### src/rtl/telemetry_framer.sv
// Serial telemetry framer: reads the sensor register bank byte by byte and streams
// SYNC0, SYNC1, LEN, payload, CKSUM to a byte-wide serial transmitter.
module telemetry_framer #(
    parameter int unsigned NUM_BYTES     = 64,
    parameter int unsigned PERIOD_CYCLES = 5000000,
    parameter logic [7:0]  SYNC0         = 8'hA5,
    parameter logic [7:0]  SYNC1         = 8'h5A
) (
    input  logic       clk,
    input  logic       rst_n,
    input  logic       start,
    output logic [7:0] snsr_addr,
    input  logic [7:0] snsr_data,
    output logic [7:0] tx_data,
    output logic       tx_new_data,
    input  logic       tx_busy,
    input  logic       tx_block,
    output logic       frame_busy,
    output logic       frame_done
);

    typedef enum logic [2:0] {
        StIdle, StLoad, StAddr, StRead, StSend, StWait, StDone
    } state_e;

    typedef enum logic [2:0] {
        KindSync0, KindSync1, KindLen, KindPay, KindCksum
    } kind_e;

    localparam logic [7:0]  LenByte = 8'(NUM_BYTES);
    localparam logic [31:0] PerLast = (PERIOD_CYCLES == 0) ? 32'd0 : 32'(PERIOD_CYCLES - 1);

    state_e      state_q, state_d;
    kind_e       kind_q, kind_d;
    logic [7:0]  byte_q, byte_d;
    logic [7:0]  cksum_q, cksum_d;
    logic [7:0]  idx_q, idx_d;
    logic [7:0]  addr_q, addr_d;
    logic        busy_q, busy_d;
    logic        wait_first_q, wait_first_d;
    logic        pending_q, pending_d;
    logic        pend_clr;
    logic        per_tick;
    logic [31:0] per_cnt_q;

    assign per_tick = (PERIOD_CYCLES != 0) && (per_cnt_q == PerLast);

    always_ff @(posedge clk or negedge rst_n) begin
        if (!rst_n) begin
            per_cnt_q <= 32'd0;
        end else if (per_tick || (PERIOD_CYCLES == 0)) begin
            per_cnt_q <= 32'd0;
        end else begin
            per_cnt_q <= per_cnt_q + 32'd1;
        end
    end

    // A new request wins over the clear so a request arriving as a frame starts is kept.
    assign pending_d = (pending_q & ~pend_clr) | start | per_tick;

    always_ff @(posedge clk or negedge rst_n) begin
        if (!rst_n) begin
            state_q      <= StIdle;
            kind_q       <= KindSync0;
            byte_q       <= 8'h00;
            cksum_q      <= 8'h00;
            idx_q        <= 8'h00;
            addr_q       <= 8'h00;
            busy_q       <= 1'b0;
            wait_first_q <= 1'b0;
            pending_q    <= 1'b0;
        end else begin
            state_q      <= state_d;
            kind_q       <= kind_d;
            byte_q       <= byte_d;
            cksum_q      <= cksum_d;
            idx_q        <= idx_d;
            addr_q       <= addr_d;
            busy_q       <= busy_d;
            wait_first_q <= wait_first_d;
            pending_q    <= pending_d;
        end
    end

    always_comb begin
        state_d      = state_q;
        kind_d       = kind_q;
        byte_d       = byte_q;
        cksum_d      = cksum_q;
        idx_d        = idx_q;
        addr_d       = addr_q;
        busy_d       = busy_q;
        wait_first_d = wait_first_q;
        pend_clr     = 1'b0;
        tx_new_data  = 1'b0;
        frame_done   = 1'b0;
        snsr_addr    = addr_q;

        unique case (state_q)
            StIdle: begin
                if (pending_q) begin
                    pend_clr = 1'b1;
                    busy_d   = 1'b1;
                    cksum_d  = 8'h00;
                    idx_d    = 8'h00;
                    kind_d   = KindSync0;
                    state_d  = StLoad;
                end
            end
            StLoad: begin
                case (kind_q)
                    KindSync0: byte_d = SYNC0;
                    KindSync1: byte_d = SYNC1;
                    KindLen: begin
                        byte_d  = LenByte;
                        cksum_d = cksum_q + LenByte;
                    end
                    default:   byte_d = cksum_q;
                endcase
                state_d = StSend;
            end
            StAddr: begin
                // Address goes out combinationally so the registered read lands in StRead.
                snsr_addr = idx_q;
                addr_d    = idx_q;
                state_d   = StRead;
            end
            StRead: begin
                byte_d  = snsr_data;
                cksum_d = cksum_q + snsr_data;
                idx_d   = idx_q + 8'd1;
                state_d = StSend;
            end
            StSend: begin
                if (!tx_busy && !tx_block) begin
                    tx_new_data  = 1'b1;
                    wait_first_d = 1'b1;
                    state_d      = StWait;
                end
            end
            StWait: begin
                if (wait_first_q) begin
                    wait_first_d = 1'b0;
                end else if (!tx_busy) begin
                    case (kind_q)
                        KindSync0: begin
                            kind_d  = KindSync1;
                            state_d = StLoad;
                        end
                        KindSync1: begin
                            kind_d  = KindLen;
                            state_d = StLoad;
                        end
                        KindLen: begin
                            kind_d  = KindPay;
                            state_d = StAddr;
                        end
                        KindPay: begin
                            if (idx_q == LenByte) begin
                                kind_d  = KindCksum;
                                state_d = StLoad;
                            end else begin
                                state_d = StAddr;
                            end
                        end
                        default: state_d = StDone;
                    endcase
                end
            end
            StDone: begin
                frame_done = 1'b1;
                busy_d     = 1'b0;
                state_d    = StIdle;
            end
            default: state_d = StIdle;
        endcase
    end

    assign tx_data    = byte_q;
    assign frame_busy = busy_q;

endmodule

### config.mk
export PLATFORM = sky130hd
export DESIGN_NAME = telemetry_framer
export DESIGN_NICKNAME = d
export VERILOG_FILES = /design/src/rtl/telemetry_framer.sv
export SDC_FILE = /design/constraint.sdc
export NUM_CORES = 1
export LEC_CHECK = 0
export BUFFER_PORTS_ARGS = -buffer_cell sky130_fd_sc_hd__buf_2
export CELL_PAD_IN_SITES_DETAIL_PLACEMENT = 0
export CELL_PAD_IN_SITES_GLOBAL_PLACEMENT = 1
export CORE_ASPECT_RATIO = 1.2
export CORE_MARGIN = 2
export CORE_UTILIZATION = 50
export DETAILED_ROUTE_END_ITERATION = 6
export PLACE_DENSITY_LB_ADDON = 0.25
export SLEW_MARGIN = 15
export SYNTH_ARGS = -nofsm -noshare
export SYNTH_HDL_FRONTEND = slang
export SYNTH_SLANG_ARGS = --single-unit
### constraint.sdc
create_clock -name clk -period 3.2 [get_ports clk]
set_input_delay 0.32 -clock clk [delete_from_list [all_inputs] [get_ports clk]]
set_output_delay 0.32 -clock clk [all_outputs]
set_load 0.01 [all_outputs]
* After elaboration in Yosys (flattened, before gate mapping)
Cells that the tools add are included.
** Cells by class
- Add/subtract/negate cells :: 4
- Eq/ne operators :: 18
- Multiplexer cells :: 30
- Bitwise gates (word level) :: 4
- Reduce and logical (&&, ||, !) cells :: 19
** Operator list (count)
- $pmux W8 S3 :: 2
- $add A32 B1 Y32 const B :: 1
- $eq A32 B23 Y1 const B :: 1
- $mux W32 :: 1
- $pmux W8 S2 :: 2
- $mux W3 :: 8
- $mux W8 :: 3
- $pmux W3 S5 :: 1
- $eq A3 B2 Y1 const B :: 4
- $pmux W3 S4 :: 1
- $ne A2 B2 Y1 const B :: 5
- $reduce_bool A2 Y1 :: 5
- $eq A3 B3 Y1 const B :: 3
- $pmux W3 S3 :: 1
- $add A8 B1 Y8 const B :: 1
- $add A8 B7 Y8 const B :: 1
- $add A8 B8 Y8 :: 1
- $eq A8 B7 Y1 const B :: 1
- $mux W1 :: 7
- $eq A3 B1 Y1 const B :: 2
- $logic_not A3 Y1 :: 2
- $pmux W3 S2 :: 1
- $reduce_and A2 Y1 :: 3
- $reduce_and A6 Y1 :: 1
- 13 further kinds :: 17
** Storage, ports and cells
- Bits in registers :: 73
- Output and inout bits :: 19
- Logic and storage cells :: 85

* Logic depth before layout (Yosys ltp)
Gate-level depths: netlist of the first run.
- Depth after elaboration :: 6
- Mapped depth :: 7
- Depth with buffers taken out :: 7

* Worst setup path after synthesis of the first run
OpenSTA, ideal clock, no wires.
- Kind :: flip-flop to flip-flop
- Start point :: register per_cnt_q[0]
- End point :: register per_cnt_q[26]
- Library setup time :: 0.079 ns
- Data arrival time :: 1.809 ns
- Required time :: 3.121 ns
- Path slack :: 1.311 ns
- Stages on the path, launching flop included :: 8
- Period minus slack after synthesis :: 1.889 ns
- Cell sequence :: dfrtp_1 > ha_1 > nand3_1 > or2_1 > clkbuf_4 > or4b_4 > nor2_2 > xor2_1
** On the way
- Longest elaborated chain between the ends :: 2
** Ends and longest elaborated chain
- start, declared :: line 44 : logic [31:0] per_cnt_q;
- start signal, assigned :: line 54 : per_cnt_q <= per_cnt_q + 32'd1;
- $add A32 B1 Y32 / $eq A32 B23 Y1 (equally long branches) :: line 54, 46
- $mux W32 * :: line 51 : end else if (per_tick || (PERIOD_CYCLES == 0)) begin
Every way passes the cells marked *; elsewhere a longest branch is shown, timed or not.
A chain may end at the register's enable or synchronous reset.

* Worst setup path in the final report of the first run
- Start point :: register state_q[1]
- End point :: output snsr_addr[6]
** On the way
- Longest elaborated chain between the ends :: 2
** Ends and longest elaborated chain
- start, declared :: line 33 : state_e state_q, state_d;
- start signal, assigned :: line 63 : state_q <= StIdle;
- start signal, assigned :: line 73 : state_q <= state_d;
- $eq A3 B2 Y1 :: line 99 : unique case (state_q)
- $mux W8
- end, declared :: line 12 : output logic [7:0] snsr_addr,
Every way passes these cells.

==> flow_summary.yaml, run 1 <==
placement:
  post-dp-hpwl_mm: 6.130
  postPlaceCellArea_um2: 4198
  dp.cells: 533
  gp_congestion: 0.8619
  place_ws_ns: 0.9528
  io_buffers: 31
sta:
  hold_violations: 0
  timing.final.crit_share_pct: 81.47
  finalSetupViolations: 0
  slew_headroom_pct: 38.79
  drv_slew: 0
  skew_ns: 0.01473
  fin_ws_ns: 0.5930
  rsz0062_at_grt: "false"
  finalSetupTns_ns: 0
  layout_min_cycle_time_ns: 2.607
  worst_pin_slew_ns: 0.9181
  max_freq_mhz: 383.6
synthesis:
  synth_edf_count: 0
  synthTopCellsByArea: "dfrtp_1 (46%), nand2_1 (5.0%), o21ai_0 (3.6%)"
  synthTopCellsByCount: "dfrtp_1 (73), nand2_1 (53), nor2_1 (33)"
  synth_top_area_share_pct: 45.91
  synthesis.area_um2: 3979
  yosys.area.top_type: "dfrtp_1"
  synthCells: 423
  synth_seq_cells: 73
  ys.flop_type: "dfrtp_1"
  synth_area_per_cell_um2: 9.406
  synth_warnings: 0
  syn-num-nets: 447
  yosysMostFrequentCell: "dfrtp_1"
  synth.distinct_cells: 56
  ys_seq_area_share_pct: 45.91
  ys_async_sr_fraction_pct: 100.0
drt:
  vias_per_cell: 5.776
  top_layer: "met4"
  drt_first_pass_iters: 4
  met1Wirelength_mm: 3.808
  drt_wl_total_mm: 8.669
  post_drt_wl_per_cell_um: 15.79
  vias: 3171
  drt-initial-drc-count: 184
  drc: 0
  routed-wl-met2_mm: 4.402
  route.met3.wl_um: 327
  ant_nets: 0
global_routing:
  grt_overflow: 0
  grt_pass1_vias: 3104
  grt_max_degree: 74
  grt_pass1_wl_mm: 14.72
  antenna_found_initial: 0
  track_usage_pct: 21.35
pwr:
  p_clk_share_pct: 32.0
  p_leak_nw: 2.020
  pwr-share-seq_pct: 44.6
  power_density_nw_per_um2: 577.2
  switching_power_mw: 0.8462
  p_int_mw: 1.703
  power_switching_share_pct: 33.19
  comb_power_share_pct: 23.4
  ir_drop_mv: 0.4134
  p_total_mw: 2.549
clock_tree:
  worstSkewPairLatency_ns: 0.37
  post_cts_buffers: 0
  cts_root_buf: "clkbuf_8"
  cts-buffers-inserted: 9
  cts_resized: 0
  postCtsHoldBufs: 0
  clockBufferDepth: 2
  clock_sinks: 73
  clkTransAtPathRegs_ns: 0.09
  ctsHtreeMaxLevel: 3
  cts_tree: "done"
die:
  fp.dieW_um: 85.44
  start_util_pct: 51.62
  core_um2: 7707
  die_height_um: 101.7
  num_rows: 35
  die_area_um2: 8690
  ios: 32
layout:
  nNetsFinal: 476
  diodes: 0
  drive_above_1_share_pct: 15.97
  final_cell_area_um2: 4417
  fin_cells: 549
  fillers: 725
  synthToLayoutAreaGrowth_pct: 11.01
critical_path:
  crit_fanout: 27
  worstSetupStartpointType: "register"
  cp.arrival_ns: 2.29
  crit_start: "state_q[1]$_DFFE_PN0P_"
  cp.required_ns: 2.88
  path_cells: "and2_1, mux2_2, buf_2"
  setup.worst_path.end_class: "primary output"
  slowest_stage: "dfrtp_1"
  cpPeakStageDelay_ns: 0.90
  r2r-start: "state_q[0]$_DFFE_PN0P_"
  crit_type: "reg2out"
status:
  outcome: "completed"
hold_path:
  hp-class: "in2async"
flow_run:
  drv_cap: 0
==> worst paths after layout <==
| check | to | slack (ns) | depth (start not counted) |
|---|---|---|---|
| worst max-delay path | snsr_addr[6] | 0.59 | 3 |
| worst min-delay path | addr_q[2]$_DFF_PN0_ | 0.07 | 1 |
| worst max register to register | idx_q[7]$_DFFE_PN0P_ | 1.02 | 6 |
| worst min register to register | tx_data[3]$_DFFE_PN0P_ | 0.48 | 2 |
| max in group asynchronous | per_cnt_q[13]$_DFF_PN0_ | 2.52 | 1 |
| min in group clk | pending_q$_DFF_PN0_ | 0.17 | 2 |
==> kinds of logic (layout without fill, tap and decap cells) <==
group	after synthesis	after routing	synth area share, %
simple gates	190	190	25.79
compound gates	77	77	11.48
flops	73	73	45.91
xor+xnor	29	29	6.384
buf+inv	29	63	2.956
mux	14	14	3.837
fa+ha+maj	11	11	3.648
==> power by group through the flow <==
stage               combinational, mW  clock, mW  sequential, mW
CTS                             0.607      0.826            1.14
global route                    0.680      0.864            1.16
detailed placement              0.605          0            1.16
finish                          0.598      0.815            1.14
global placement                0.596          0            1.15
floorplan                       0.443          0            1.12
==> area by class of cell <==
cell class / instances / area, um^2 / share of cell area [%]
inverters: 15 / 56.30 / 1.275
clock buffers: 9 / 123.9 / 2.805
flip-flops and latches: 73 / 1827 / 41.36
multi-input cells: 321 / 2034 / 46.06
clock inverters: 7 / 95.09 / 2.153
well taps: 92 / 115.1 / 2.606
repair buffers: 32 / 165.2 / 3.739
==> registers in the layout, summed over array words and instances, names as in the netlist <==
register,cells
state_q,3
tx_data,8
kind_q,3
pending_q,1
idx_q,8
wait_first_q,1
frame_busy,1
cksum_q,8
per_cnt_q,32
addr_q,8
==> metrics by stage <==
stage	utilization [%]	hold slack, ns
floorplan	-	0.02441
global placement	54.46	0.4590
detailed placement	54.46	0.4647
CTS	57.31	0.1131
global route	57.31	0.1548
finish	57.31	0.07275
==> critical path: cells and delay by family, from the launching register on <==
family	cells	cell delay, ns
DFF	1	0.90
muxes	1	0.40
buffers and inverters	1	0.14
and+or+nand+nor	1	0.48
==> cells in the final DEF (no fill, tap or decap), types with 3 or more instances in the layout <==
cell type  netlist  routed
o21ai_0         29      29
o31ai_1          5       5
and3_1          11      11
mux2_2          10      10
nor4b_1          7       7
dfrtp_1         73      73
nand2_1         53      53
or2_2            3       3
or3_1            3       3
and2_1           3       3
inv_1           15      15
nor2_1          33      33
nor4_1           6       6
xor2_1          16      16
a21oi_1         22      22
clkbuf_8         0       9
nand3_1         19      19
nand3b_1         6       6
nand4_1          8       8
nor3_1          16      16
nor2b_1          3       3
ha_1            10      10
a21o_1           5       5
nand2b_1         3       3
xnor2_1         13      13
buf_2            0      30
nor2_2           3       3
mux2i_1          4       4
==> metal layers <==
metal,up-vias,global-route usage (%)
met5,-,0
met4,0,7.692
met3,12,3.993
met2,56,36.78
met1,1548,26.85
li1,1555,-
No activity file was read; power rests on OpenSTA's default activity.
==> inputs of run 2 (changes only) <==
--- a/config.mk
+++ b/config.mk
@@ -10,7 +10,7 @@
 export CELL_PAD_IN_SITES_GLOBAL_PLACEMENT = 1
 export CORE_ASPECT_RATIO = 1.2
 export CORE_MARGIN = 2
-export CORE_UTILIZATION = 50
+export CORE_UTILIZATION = 42
 export DETAILED_ROUTE_END_ITERATION = 6
 export PLACE_DENSITY_LB_ADDON = 0.25
 export SLEW_MARGIN = 15
==> constraint.sdc (replaced) <==
create_clock -name clk -period 2.35 [get_ports clk]
set_input_delay 0.235 -clock clk [delete_from_list [all_inputs] [get_ports clk]]
set_output_delay 0.235 -clock clk [all_outputs]
set_load 0.01 [all_outputs]
==> flow_summary.yaml, run 2 (synthesis gave the netlist of run 1 again) <==
status:
  outcome: "completed"
layout:
  final_common_cell: "dfrtp_1"
  nNetsFinal: 485
  diodes: 0
  final_cell_area_um2: 4512
  final_core_util_pct: 49.42
  synthToLayoutAreaGrowth_pct: 13.40
  top_register: "per_cnt_q"
  drive_above_1_share_pct: 17.20
  layout_common_cells: "dfrtp_1 (73), nand2_1 (53), nor2_1 (33)"
  largest_reg_flops: 32
drt:
  vias_per_cell: 5.432
  drt_first_pass_iters: 5
  drc: 0
  vias: 3178
  drt-initial-drc-count: 193
  drt_wl_total_mm: 8.983
  ant_nets: 0
  post_drt_wl_per_cell_um: 15.36
sta:
  finalSetupTns_ns: 0
  layout_min_cycle_time_ns: 2.185
  hold_violations: 0
  skew_ns: 0.01330
  rsz0062_at_grt: "false"
  timing.final.crit_share_pct: 92.98
  drv_slew: 0
  fin_ws_ns: 0.1651
  slew_headroom_pct: 38.05
  worst_pin_slew_ns: 0.9293
  max_freq_mhz: 457.7
  finalSetupViolations: 0
global_routing:
  grt_pass1_vias: 3118
  grt_max_degree: 74
  grt_pass1_wl_mm: 15.43
  track_usage_pct: 18.82
  grt_overflow: 0
  antenna_found_initial: 0
placement:
  place_ws_ns: 0.3723
  postPlaceCellArea_um2: 4300
  post-dp-hpwl_mm: 6.232
  gp_congestion: 0.8738
  io_buffers: 31
die:
  fp.dieW_um: 92.85
  die_area_um2: 10270
  core_um2: 9129
  ios: 32
  die_height_um: 110.6
  num_rows: 38
  start_util_pct: 43.59
critical_path:
  worstSetupStartpointType: "register"
  slowest_stage: "dfrtp_1"
  crit_type: "reg2out"
  cpPeakStageDelay_ns: 0.52
  setup.worst_path.end_class: "primary output"
  reg2reg_depth: 6
  r2r-end: "per_cnt_q[28]$_DFF_PN0_"
  crit_fanout: 13
  r2r-start: "per_cnt_q[0]$_DFF_PN0_"
  crit_family: "simple AND/OR/NAND/NOR gates"
  path_cells: "nor2_1, and2_2, mux2_2, buf_2"
  cp.arrival_ns: 1.95
  cp.required_ns: 2.12
  worst-path-buf-inv: 1
  worst-r2r-setup-slack_ns: 0.34
pwr:
  p_leak_nw: 2.066
  ir_drop_mv: 0.4460
  power_density_nw_per_um2: 774.6
hold_path:
  hp-class: "in2async"
clock_tree:
  cts_root_buf: "clkbuf_8"
  cts_tree: "done"
  clock_sinks: 73
  cts-buffers-inserted: 9
  clockBufferDepth: 2
  clkTransAtPathRegs_ns: 0.08
  worstSkewPairLatency_ns: 0.35
  ctsHtreeMaxLevel: 3
  post_cts_buffers: 0
flow_run:
  drv_cap: 0
## run 2: cell types whose count changed in the layout (fill, tap and decap cells not counted)
cell,previous run,this run
and2_2,0,1
clkinvlp_4,1,0
clkbuf_8,9,10
clkinv_4,2,0
clkbuf_1,0,2
buf_4,2,11
and2_1,3,2
clkinv_2,2,1
## run 2: through the flow
stage | total power, mW | instances | hold WS [ns]
2_1_floorplan | 2.123 | 423 | -0.06059
3_3_place_gp | 2.415 | 570 | 0.4323
3_5_place_dp | 2.427 | 570 | 0.4325
4_1_cts | 3.523 | 585 | 0.05045
5_1_grt | 3.731 | 585 | 0.07193
6_report | 3.495 | 585 | 0.002588
## run 2: layout make-up
type | count | area (um^2)
fill | 884 | 4617
multi-input combinational | 321 | 2036
sequential | 73 | 1827
timing repair buffer | 41 | 232.7
tap | 120 | 150.1
clock buffer | 12 | 145.1
clock inverter | 3 | 65.06
inverter | 15 | 56.30
## run 2: power breakdown
part	total (mW)	internal, mW	switching (mW)
Sequential	1.54	1.39	0.153
Clock	1.08	0.621	0.463
Combinational	0.867	0.350	0.516
## run 2: worst max-delay path by stage
stage	from	to	slack, ns	cells after the start
floorplan	per_cnt_q[0]$_DFF_PN0_	per_cnt_q[26]$_DFF_PN0_	0.46	7
detailed placement	per_cnt_q[0]$_DFF_PN0_	per_cnt_q[28]$_DFF_PN0_	0.37	6
CTS	state_q[0]$_DFFE_PN0P_	snsr_addr[5]	0.01	4
global route	state_q[0]$_DFFE_PN0P_	snsr_addr[4]	0.01	4
global placement	state_q[0]$_DFFE_PN0P_	snsr_addr[4]	0.40	4
finish	state_q[0]$_DFFE_PN0P_	snsr_addr[0]	0.17	4
## run 2: per-layer routing
metal	global-route usage [%]	routed length (um)	vias to the layer above
met3	3.070	353	11
li1	-	-	1577
met4	7.353	141	0
met5	0	0	-
met1	28.36	4432	1528
met2	26.96	4056	62
## run 2: repair_timing
item,CTS,global route
hold buffers,0,0
endpoints found under the setup margin,0,8
resized for setup,0,1
==> inputs of run 3 (changes only) <==
--- a/config.mk
+++ b/config.mk
@@ -12,6 +12,7 @@
 export CORE_MARGIN = 2
 export CORE_UTILIZATION = 42
 export DETAILED_ROUTE_END_ITERATION = 6
+export MAX_ROUTING_LAYER = met4
 export PLACE_DENSITY_LB_ADDON = 0.25
 export SLEW_MARGIN = 15
 export SYNTH_ARGS = -nofsm -noshare
==> flow_summary.yaml, run 3 (synthesis gave the netlist of run 1 again) <==
die:
  die_area_um2: 10270
  fp.dieW_um: 92.85
  ios: 32
  die_height_um: 110.6
  start_util_pct: 43.59
  num_rows: 38
  core_um2: 9129
global_routing:
  grt_max_degree: 74
  track_usage_pct: 19.33
  use_met1_pct: 28.45
  grt_busiest_layer: "met1"
  grt_pass1_vias: 3117
  grt_util_met2_pct: 26.96
  antenna_found_initial: 0
  met3_usage_pct: 2.797
  grt_overflow: 0
  grt_pass1_wl_mm: 15.44
drt:
  drt_wl_total_mm: 8.937
  vias: 3169
  vias_per_cell: 5.417
  drc: 0
  ant_nets: 0
  drt_first_pass_iters: 4
  drt-initial-drc-count: 197
  post_drt_wl_per_cell_um: 15.28
sta:
  slew_headroom_pct: 38.16
  timing.final.crit_share_pct: 92.30
  skew_ns: 0.01260
  finalSetupTns_ns: 0
  fin_ws_ns: 0.1810
  layout_min_cycle_time_ns: 2.169
  max_freq_mhz: 461.1
  hold_violations: 0
  worst_pin_slew_ns: 0.9276
  drv_slew: 0
  finalSetupViolations: 0
  rsz0062_at_grt: "false"
layout:
  final_cell_area_um2: 4512
  largest_reg_flops: 32
  diodes: 0
  top_register: "per_cnt_q"
  synthToLayoutAreaGrowth_pct: 13.40
  nNetsFinal: 485
  fillers: 884
  final_common_cell: "dfrtp_1"
  drive_above_1_share_pct: 17.20
  layout_common_cells: "dfrtp_1 (73), nand2_1 (53), nor2_1 (33)"
  final_core_util_pct: 49.42
pwr:
  p_leak_nw: 2.066
  comb_power_share_pct: 24.8
  p_total_mw: 3.486
  power_density_nw_per_um2: 772.6
  power_switching_share_pct: 32.22
  ir_drop_mv: 0.4426
  pwr-share-seq_pct: 44.2
  switching_power_mw: 1.123
  p_int_mw: 2.363
  p_clk_share_pct: 31.0
critical_path:
  crit_family: "simple AND/OR/NAND/NOR gates"
  cp.required_ns: 2.12
  worst-path-buf-inv: 1
  setup.worst_path.end_class: "primary output"
  crit_cells: 4
  cp.arrival_ns: 1.93
  crit_type: "reg2out"
  path_cells: "nor2_1, and2_2, mux2_2, buf_2"
  slowest_stage: "dfrtp_1"
  cpPeakStageDelay_ns: 0.51
  crit_fanout: 13
  reg2reg_depth: 6
  worstSetupStartpointType: "register"
clock_tree:
  clock_sinks: 73
  post_cts_buffers: 0
  clockBufferDepth: 2
  cts_tree: "done"
  ctsHtreeMaxLevel: 3
  worstSkewPairLatency_ns: 0.35
  clkTransAtPathRegs_ns: 0.08
  cts_root_buf: "clkbuf_8"
  cts-buffers-inserted: 9
placement:
  post-dp-hpwl_mm: 6.232
  postPlaceCellArea_um2: 4300
  place_ws_ns: 0.3723
  io_buffers: 31
  gp_congestion: 0.8881
flow_run:
  drv_cap: 0
status:
  outcome: "completed"
hold_path:
  hp-class: "in2async"
-- run 3: path summary, 6_finish.rpt --
check | startpoint | end | slack (ns)
max reg2reg | per_cnt_q[0]$_DFF_PN0_ | per_cnt_q[28]$_DFF_PN0_ | 0.34
min reg2reg | tx_data[4]$_DFFE_PN0P_ | tx_data[4]$_DFFE_PN0P_ | 0.48
max | state_q[0]$_DFFE_PN0P_ | snsr_addr[5] | 0.18
min | rst_n | tx_data[5]$_DFFE_PN0P_ | 0.005
min in group clk | start | pending_q$_DFF_PN0_ | 0.08
max in group asynchronous | rst_n | pending_q$_DFF_PN0_ | 1.73
-- run 3: layout make-up --
class,instances,area (um^2),share of cell area [%]
clock buffers,12,145.1,3.217
clock inverters,3,65.06,1.442
inverters,15,56.30,1.248
multi-input cells,321,2036,45.12
flip-flops and latches,73,1827,40.49
well taps,120,150.1,3.328
repair buffers,41,232.7,5.158
-- run 3: repair_timing --
item / in CTS / in global routing
resized for setup: 0 / 1
setup endpoints to repair: 0 / 8
hold endpoints to repair: 0 / 0
hold buffers: 0 / 0
-- run 3: power by group through the flow --
stage	registers, mW	clock network [mW]	logic, mW
CTS	1.54	1.11	0.867
global placement	1.56	0	0.850
finish	1.54	1.08	0.863
detailed placement	1.56	0	0.863
floorplan	1.52	0	0.603
global route	1.57	1.17	0.984
-- run 3: layer usage --
metal  part of all wire [%]  up-vias
met1                     50     1522
met2                     45       57
li1                       -     1580
met5                      0        -
met4                    1.3        0
met3                    3.6       10
-- run 3: per-stage QoR --
stage / instances / hold slack, ns
after detailed placement: 570 / 0.4325
after CTS: 585 / 0.05045
after global placement: 570 / 0.4323
final: 585 / 0.005218
after floorplan: 423 / -0.06059
after global routing: 585 / 0.07452
